File: src/rtl/pwm_ramp_pkg.sv
// Shared definitions for the PWM duty ramp controller: state encoding, default parameters
// and the clamped ramp step helper. The DEAD state exists only with PWM_RAMP_DEADTIME_EN.
package pwm_ramp_pkg;

   localparam int DEF_DC_WIDTH  = 8;
   localparam int DEF_RAMP_STEP = 4;
   localparam int DEF_RAMP_DIV  = 1;

`ifdef PWM_RAMP_DEADTIME_EN
   localparam int DEF_DEADTIME_PERIODS = 2;
   typedef enum logic [2:0] {ST_IDLE, ST_RAMP, ST_HOLD, ST_REV_DN, ST_DEAD} ramp_state_t;
`else
   typedef enum logic [2:0] {ST_IDLE, ST_RAMP, ST_HOLD, ST_REV_DN} ramp_state_t;
`endif

   // Move cur toward tgt by at most step. Landing exactly on tgt keeps the result
   // inside [min(cur,tgt), max(cur,tgt)], so the duty can never wrap.
   function automatic logic [31:0] ramp_step(input logic [31:0] cur,
                                             input logic [31:0] tgt,
                                             input logic [31:0] step);
      if (tgt > cur)
         return ((tgt - cur) <= step) ? tgt : (cur + step);
      else
         return ((cur - tgt) <= step) ? tgt : (cur - step);
   endfunction

endpackage

File: src/rtl/pwm_ramp_ctrl_period_tick.sv
// PWM period counter and ramp-step divider: PERIOD_TICK is high while the counter
// sits at all ones, and the step strobe fires on every RAMP_DIV-th tick.
module pwm_period_tick #(
   parameter int DC_WIDTH = 8,
   parameter int RAMP_DIV = 1
) (
   input  logic i_clk,
   input  logic i_rst,
   input  logic i_div_clr,
   output logic o_period_tick,
   output logic o_step
);

   localparam int DIV_W = (RAMP_DIV > 1) ? $clog2(RAMP_DIV) : 1;
   localparam logic [DC_WIDTH-1:0] CNT_PRE_WRAP = {{(DC_WIDTH-1){1'b1}}, 1'b0};
   localparam logic [DIV_W-1:0]    DIV_LAST     = DIV_W'(RAMP_DIV - 1);

   logic [DC_WIDTH-1:0] r_cnt;
   logic                r_tick;
   logic [DIV_W-1:0]    r_div;

   // The tick is registered one count early so that it is low straight out of reset
   // even though the counter restarts at all ones.
   always_ff @(posedge i_clk or posedge i_rst) begin
      if (i_rst) begin
         r_cnt  <= '1;
         r_tick <= 1'b0;
         r_div  <= '0;
      end else begin
         r_cnt  <= r_cnt + 1'b1;
         r_tick <= (r_cnt == CNT_PRE_WRAP);
         if (i_div_clr)
            r_div <= '0;
         else if (r_tick)
            r_div <= (r_div == DIV_LAST) ? '0 : r_div + 1'b1;
      end
   end

   assign o_period_tick = r_tick;
   assign o_step        = r_tick & (r_div == DIV_LAST);

endmodule

File: src/rtl/pwm_ramp_ctrl.sv
// Duty/direction sequencer for the H-bridge PWM generator: slews DUTY toward the commanded
// target once per step, ramps through zero on reversal. Macro PWM_RAMP_DEADTIME_EN adds DEAD.
module pwm_ramp_ctrl
   import pwm_ramp_pkg::*;
#(
   parameter int PWM_DC_WIDTH = DEF_DC_WIDTH,
   parameter int RAMP_STEP    = DEF_RAMP_STEP,
   parameter int RAMP_DIV     = DEF_RAMP_DIV
`ifdef PWM_RAMP_DEADTIME_EN
   ,parameter int DEADTIME_PERIODS = DEF_DEADTIME_PERIODS
`endif
) (
   input  logic                    i_clk,
   input  logic                    i_reset,
   input  logic [PWM_DC_WIDTH-1:0] i_tgt_dc,
   input  logic                    i_tgt_dir,
   input  logic                    i_tgt_vld,
   output logic                    o_tgt_rdy,
   input  logic                    i_estop,
   output logic [PWM_DC_WIDTH-1:0] o_duty,
   output logic                    o_dir,
   output logic                    o_en,
   output logic                    o_busy,
   output logic                    o_period_tick
);

`ifdef PWM_RAMP_DEADTIME_EN
   localparam int DEAD_W = (DEADTIME_PERIODS > 1) ? $clog2(DEADTIME_PERIODS) : 1;
   localparam logic [DEAD_W-1:0] DEAD_LAST = DEAD_W'(DEADTIME_PERIODS - 1);
   logic [DEAD_W-1:0] r_dead, w_dead_next;
`endif

   ramp_state_t             r_state, w_state_next;
   logic [PWM_DC_WIDTH-1:0] r_duty, w_duty_next;
   logic                    r_dir, w_dir_next;
   logic [PWM_DC_WIDTH-1:0] r_tgt_dc;
   logic                    r_tgt_dir;
   logic                    r_acc;
   logic                    r_live;
   logic                    w_tick, w_step, w_div_clr, w_accept, w_rev;
   logic [PWM_DC_WIDTH-1:0] w_stepped, w_stepped_dn;

   pwm_period_tick #(
      .DC_WIDTH (PWM_DC_WIDTH),
      .RAMP_DIV (RAMP_DIV)
   ) u_period_tick (
      .i_clk         (i_clk),
      .i_rst         (i_reset),
      .i_div_clr     (w_div_clr),
      .o_period_tick (w_tick),
      .o_step        (w_step)
   );

   assign w_stepped    = PWM_DC_WIDTH'(ramp_step(32'(r_duty), 32'(r_tgt_dc), 32'(RAMP_STEP)));
   assign w_stepped_dn = PWM_DC_WIDTH'(ramp_step(32'(r_duty), 32'd0, 32'(RAMP_STEP)));

   // A zero-duty target never needs a reversal: it just ramps down with DIR unchanged.
   assign w_rev     = (r_tgt_dir != r_dir) && (r_tgt_dc != '0);
   assign w_accept  = i_tgt_vld & o_tgt_rdy;
   assign w_div_clr = (w_state_next != r_state) &&
                      ((w_state_next == ST_RAMP) || (w_state_next == ST_REV_DN));

   always_comb begin
      w_state_next = r_state;
      w_duty_next  = r_duty;
      w_dir_next   = r_dir;
`ifdef PWM_RAMP_DEADTIME_EN
      w_dead_next  = r_dead;
`endif
      case (r_state)
         ST_IDLE: begin
            if (w_tick && (r_tgt_dc != '0)) begin
               w_dir_next   = r_tgt_dir;
               w_state_next = ST_RAMP;
            end
         end
         ST_RAMP: begin
            if (w_rev) begin
               w_state_next = ST_REV_DN;
            end else if (w_step) begin
               w_duty_next = w_stepped;
               if (w_stepped == r_tgt_dc)
                  w_state_next = (r_tgt_dc != '0) ? ST_HOLD : ST_IDLE;
            end
         end
         ST_HOLD: begin
            if (r_acc)
               w_state_next = w_rev ? ST_REV_DN : ST_RAMP;
         end
         ST_REV_DN: begin
            if (w_step) begin
               w_duty_next = w_stepped_dn;
               if (w_stepped_dn == '0) begin
`ifdef PWM_RAMP_DEADTIME_EN
                  w_state_next = ST_DEAD;
                  w_dead_next  = '0;
`else
                  w_dir_next   = ~r_dir;
                  w_state_next = ST_RAMP;
`endif
               end
            end
         end
`ifdef PWM_RAMP_DEADTIME_EN
         ST_DEAD: begin
            if (w_tick) begin
               if (r_dead == DEAD_LAST) begin
                  w_dir_next   = ~r_dir;
                  w_state_next = ST_RAMP;
               end else begin
                  w_dead_next = r_dead + 1'b1;
               end
            end
         end
`endif
         default: w_state_next = ST_IDLE;
      endcase
      // Emergency stop overrides everything, including the tick alignment of DUTY.
      if (i_estop) begin
         w_state_next = ST_IDLE;
         w_duty_next  = '0;
      end
   end

   always_ff @(posedge i_clk or posedge i_reset) begin
      if (i_reset) begin
         r_state   <= ST_IDLE;
         r_duty    <= '0;
         r_dir     <= 1'b0;
         r_tgt_dc  <= '0;
         r_tgt_dir <= 1'b0;
         r_acc     <= 1'b0;
         r_live    <= 1'b0;
`ifdef PWM_RAMP_DEADTIME_EN
         r_dead    <= '0;
`endif
      end else begin
         r_live  <= 1'b1;
         r_state <= w_state_next;
         r_duty  <= w_duty_next;
         r_dir   <= w_dir_next;
`ifdef PWM_RAMP_DEADTIME_EN
         r_dead  <= w_dead_next;
`endif
         if (i_estop) begin
            r_tgt_dc  <= '0;
            r_tgt_dir <= 1'b0;
            r_acc     <= 1'b0;
         end else begin
            r_acc <= w_accept;
            if (w_accept) begin
               r_tgt_dc  <= i_tgt_dc;
               r_tgt_dir <= i_tgt_dir;
            end
         end
      end
   end

   assign o_tgt_rdy     = r_live & ~i_estop &
                          ((r_state == ST_IDLE) || (r_state == ST_RAMP) || (r_state == ST_HOLD));
   assign o_duty        = r_duty;
   assign o_dir         = r_dir;
   assign o_en          = (r_duty != '0) || (r_state == ST_RAMP) || (r_state == ST_REV_DN);
`ifdef PWM_RAMP_DEADTIME_EN
   assign o_busy        = (r_state == ST_RAMP) || (r_state == ST_REV_DN) || (r_state == ST_DEAD);
`else
   assign o_busy        = (r_state == ST_RAMP) || (r_state == ST_REV_DN);
`endif
   assign o_period_tick = w_tick;

endmodule

File: config.mk
export PLATFORM = sky130hd
export DESIGN_NAME = pwm_ramp_ctrl
export DESIGN_NICKNAME = d
export VERILOG_FILES = /design/src/rtl/pwm_ramp_pkg.sv /design/src/rtl/pwm_ramp_ctrl_period_tick.sv /design/src/rtl/pwm_ramp_ctrl.sv
export SDC_FILE = /design/constraint.sdc
export NUM_CORES = 1
export LEC_CHECK = 0
export BUFFER_PORTS_ARGS = -buffer_cell sky130_fd_sc_hd__clkbuf_2
export CAP_MARGIN = 40
export CORE_MARGIN = 2
export CORE_UTILIZATION = 25
export DETAILED_ROUTE_END_ITERATION = 16
export PLACE_DENSITY_LB_ADDON = 0.25
export SYNTH_ARGS = -nofsm -noshare
export SYNTH_HDL_FRONTEND = slang
export SYNTH_SLANG_ARGS = --single-unit
export TNS_END_PERCENT = 30
File: constraint.sdc
create_clock -name i_clk -period 3.5 [get_ports i_clk]
set_clock_uncertainty 0.1 [all_clocks]
set_input_delay 0.7 -clock i_clk [delete_from_list [all_inputs] [get_ports i_clk]]
set_output_delay 0.7 -clock i_clk [all_outputs]
set_load 0.005 [all_outputs]
* After elaboration in Yosys (flattened, before gate mapping)
Index checks and enable logic that the tools add are counted.
** Word-level totals
- Register bits :: 33
- Bits of input ports :: 13
- Output and inout bits :: 13
- Logic and storage cells :: 93
** Operators by class
- $add $sub $neg :: 6
- Order comparisons :: 4
- Equality and inequality tests :: 15
- Muxes and demuxes :: 32
- Bitwise operators :: 7
- Reductions and logical operators :: 19
** Operators with widths (number)
- $mux 8 :: 10
- $le 32x3->1 const B :: 2
- $mux 3 :: 8
- $sub 8x8->9 :: 2
- $pmux 8 s2 :: 1
- $reduce_bool 8->1 :: 2
- $pmux 3 s4 :: 1
- $eq 3x2->1 const B :: 3
- $mux 1 :: 9
- $add 8x1->8 const B :: 1
- $add 8x3->8 const B :: 1
- $eq 8x8->1 :: 1
- $eq 8x8->1 const B :: 1
- $gt 8x8->1 :: 1
- $le 8x3->1 const B :: 1
- $logic_not 8->1 :: 1
- $reduce_and 4->1 :: 2
- $sub 8x3->8 const B :: 1
- $eq 3x1->1 const B :: 2
- $logic_or 1x1->1 :: 6
- $ne 3x2->1 const B :: 2
- $reduce_bool 2->1 :: 3
- $and 1x1->1 :: 4
- $mux 2 :: 2
- 11 further kinds :: 16

* Depth between registers and ports, before layout
- Word-level depth :: 14
- Depth in mapped cells :: 12
- Gate-level depth less buffers :: 10

* By module
Synthesis repeated with hierarchy kept, for this count alone.
** Unflattened totals
- Cells, all modules :: 354
- Area, all modules :: 2914.0 um^2
** Modules (own cells, without submodules)
- pwm_ramp_ctrl :: times used 1, cells each 325, area an instance 2522.4 um^2, sequential area each 575.6 um^2
- pwm_period_tick :: times used 1, cells each 29, area an instance 391.6 um^2, sequential area each 235.2 um^2

* Least setup slack after synthesis
Ideal clock, no wire load.
- Path type :: flip-flop to flip-flop
- Start point :: reg r_duty[2] (netlist: o_duty[2])
- End point :: reg r_duty[5] (netlist: o_duty[5])
- Setup time :: 0.129 ns
- Data arrival time :: 2.798 ns
- Data required time :: 3.271 ns
- Slack :: 0.473 ns
- Stages on the path, launching flop included :: 12
- Path buffers :: 2
- Period minus slack after synthesis :: 3.027 ns
- Path through :: dfrtp_1 clkbuf_1 inv_1 ha_1 buf_2 o2111a_2 or3_1 a211oi_2 nand4_4 nand2_4 nor2_2 o41a_1
** Between the ends
- Word-level cells in the longest chain between the ends :: 8
** Ends and longest elaborated chain
- start: declaration :: RTL line pwm_ramp_ctrl.sv:34 : logic [PWM_DC_WIDTH-1:0] r_duty, w_duty_next;
- start signal: assignment :: RTL line pwm_ramp_ctrl.sv:140 : r_duty <= w_duty_next;
- $sub 8x8->9, on equally long branches :: RTL line pwm_ramp_pkg.sv:24, pwm_ramp_pkg.sv:22
- $le 32x3->1, on equally long branches :: RTL line pwm_ramp_pkg.sv:24, pwm_ramp_pkg.sv:22
- $mux 8, on equally long branches :: RTL line pwm_ramp_pkg.sv:24, pwm_ramp_pkg.sv:22
- $mux 8 :: RTL line pwm_ramp_pkg.sv:21 : if (tgt > cur)
- $mux 8 :: RTL line pwm_ramp_ctrl.sv:80 : end else if (w_step) begin
- $mux 8 :: RTL line pwm_ramp_ctrl.sv:78 : if (w_rev) begin
- $pmux 8 s2 * :: RTL line pwm_ramp_ctrl.sv:70 : case (r_state)
- $mux 8 * :: RTL line pwm_ramp_ctrl.sv:119 : if (i_estop) begin
Every way passes the cells marked *; elsewhere a longest branch is shown, timed or not. The select of a mux whose other input is x is not followed.
A chain may end at the register's enable or synchronous reset.

* Worst setup path after layout
- Start point :: reg r_duty[6] (netlist: o_duty[6])
- End point :: reg r_duty[0] (netlist: o_duty[0])
The elaborated chain is that of the path after synthesis.

==> results.ini <==
[run_status]
status = completed

[sta]
relSlewSlack_pct = 57.00
fin_crit_sh_pct = 90.38
hold_viol_final = 0
fmax_mhz = 316.1
rsz0062_at_grt = no
min_period_ps = 3163
worstMarginPinSlew_ps = 645.0
slew_viol_final = 0
setup_tns_ps = 0
setup_viol = 0

[die]
core_um2 = 11470
die_y_um = 112.5
die_w_um = 112.5
die-area_um2 = 12650
initial_core_util_pct = 25.64
ios = 26
rows = 39

[logic_synthesis]
synth_common_cells = nand2_1, inv_1, dfrtp_1, xnor2_1
netlist_instances = 341
synth_most_common_cell = nand2_1
synth_cell_type_count = 70
synth_edf_count = 0
synthArstFlopShare_pct = 100.0
synth_seq_cells = 32
yosysTopAreaCellShare_pct = 20.43
synth_ff_type = dfrtp_1
synth_nets = 376
synth_area_leader_cell = dfrtp_1
syn_area_per_cell_um2 = 8.623
synth_seq_area_share_pct = 27.57
syn_area_um2 = 2940
ys_warn_count = 0
ys_top_cells_by_area = dfrtp_1, ha_1, dfstp_2

[pwr]
p_per_area_nw_per_um2 = 430.3
peakVddDrop_uv = 284.5
power_w = 0.001490
p_leak_nw = 1.513

[clock_tree]
cts_buffers = 5
post-cts-setup-buffer-count = 0
cts_hold_buf = 0
cts_buffer_depth = 2
path_clk_slew_ps = 60
cts_max_level = 2
cts_sinks = 32
clk_latency_ps = 280
cts_tree = built
cts.repair.resized = 0
cts_root_buffer = clkbuf_16

[detailed_routing]
ant_nets = 0
vias = 2598
first_pass_iters = 4
routed_wl_um = 8384
viasPerCell = 5.045
drt-initial-drc-count = 174
wl_per_cell_um = 16.28
route.detailed.drc = 0

[critical_path]
critPathCaptureType = flip-flop
required_ps = 3560
worstPathMaxFanout = 9
critical_path_class = flip-flop to flip-flop
critPathLaunchType = flip-flop
cp.arrival_ps = 3230

[grt]
grt-busiest-layer = met2
grt_max_degree = 21
gr-usage-all-layers_pct = 13.53
met2_usage_pct = 21.12
grt_antenna_before_repair = 0
grt_util_met1_pct = 19.49
grt_pass1_vias = 2636
use_met3_pct = 2.268
gr-total-overflow = 0
grt_pass1_wl_um = 14020

[min_path]
hold_path.class = input pin to asynchronous set/reset pin

[finish]
final_cell_area_um2 = 3463
final_layout_size_suffix_gt1_share_pct = 19.09
num-fill-cells = 1206
finalNonFillerCells = 515
antenna_cells = 0
syn_to_final_growth_pct = 17.79
final_nets = 406
post-route-util_pct = 30.20

[placed_design]
dpl_cell_area_um2 = 3296
portBuffers = 25
dpl.hpwl_um = 6645
dp.cells = 507
globalplace.congestion = 0.8735

[run]
max-cap-violations = 0

==> layout by cell type (no fill, tap or decap), types with 5 or more instances in the layout <==
| cell | Yosys | layout |
|---|---|---|
| a21oi_1 | 22 | 22 |
| and2_1 | 7 | 7 |
| buf_4 | 1 | 12 |
| clkbuf_16 | 0 | 5 |
| clkbuf_2 | 0 | 25 |
| dfrtp_1 | 24 | 24 |
| dfstp_2 | 8 | 8 |
| ha_1 | 22 | 22 |
| inv_1 | 25 | 25 |
| mux2i_1 | 6 | 6 |
| nand2_1 | 34 | 34 |
| nand3_1 | 12 | 12 |
| nor2_1 | 15 | 15 |
| nor2b_1 | 6 | 6 |
| nor3_1 | 9 | 9 |
| nor4_1 | 6 | 6 |
| o21ai_0 | 12 | 12 |
| o31ai_1 | 9 | 9 |
| xnor2_1 | 24 | 24 |
| xor2_1 | 7 | 7 |
==> metal layers <==
| metal | part of all wire (%) | wire (um) |
|---|---|---|
| met5 | 0 | 0 |
| met4 | 1.7 | 143 |
| met3 | 3.7 | 307 |
| met2 | 44 | 3669 |
| met1 | 51 | 4264 |
==> metrics by stage <==
stage / setup WS (ps) / hold WS (ps)
final: 336.7 / 269.5
after global routing: 150.5 / 293.0
after CTS: 353.6 / 273.0
after detailed placement: 364.2 / 377.7
after global placement: 450.7 / 376.6
after floorplan: 473.0 / 362.5
==> worst max-delay path, cell delays in order, from the launching register on <==
cell	delay [ps]
dfrtp_1	440
inv_1	140
ha_1	520
nand2_2	110
o211a_1	240
a2111o_1	380
nor4_4	340
o211ai_4	170
mux2i_4	240
o22ai_1	140
a32o_1	230
==> logic make-up (layout without fill, tap and decap cells) <==
logic type | after synthesis | after routing | synth area share [%]
buffers and inverters | 40 | 71 | 5.447
other | 2 | 2 | 0.2554
AOI/OAI and AO/OA | 86 | 86 | 22.47
and+or+nand+nor | 121 | 121 | 22.85
muxes | 7 | 7 | 2.809
DFF | 32 | 32 | 27.57
adders and majority gates | 22 | 22 | 9.362
xor gates and xnor gates | 31 | 31 | 9.234
==> sequential cells by signal, summed over array words and instances, names as in the netlist <==
register / count
r_state: 3
u_period_tick.r_cnt: 8
r_tgt_dir: 1
r_tgt_dc: 8
o_dir: 1
o_duty: 8
r_acc: 1
r_live: 1
u_period_tick.o_period_tick: 1
==> path summary, 6_finish.rpt <==
path / startpoint / end / slack, ps / cells after the start
max in group asynchronous: i_reset / u_period_tick.r_cnt[4] / 2370 / 4
worst min register to register: u_period_tick.r_cnt[7] / u_period_tick.r_cnt[7] / 380 / 1
worst min-delay path: i_reset / o_duty[4] / 270 / 2
worst max register to register: o_duty[6] / o_duty[0] / 340 / 10
worst max-delay path: o_duty[6] / o_duty[0] / 340 / 10
min in group i_clk: u_period_tick.r_cnt[7] / u_period_tick.r_cnt[7] / 380 / 1
==> final cells by class <==
| cell class | count | area (um^2) | area share, % |
|---|---|---|---|
| Clock buffer | 5 | 125.1 | 3.613 |
| Timing Repair Buffer | 38 | 242.7 | 7.009 |
| Multi-Input combinational cell | 269 | 1969 | 56.86 |
| Sequential cell | 32 | 810.8 | 23.41 |
| Tap cell | 143 | 178.9 | 5.166 |
| Clock inverter | 3 | 42.54 | 1.228 |
| Inverter | 25 | 93.84 | 2.710 |
==> power breakdown <==
part / internal (W) / total (W) / switching [W]
clock network: 0.000334 / 0.000500 / 0.000166
logic: 0.000244 / 0.000602 / 0.000358
registers: 0.000379 / 0.000388 / 0.00000919
total: 0.000957 / 0.00149 / 0.000533
(Power assumes the default switching activity.)
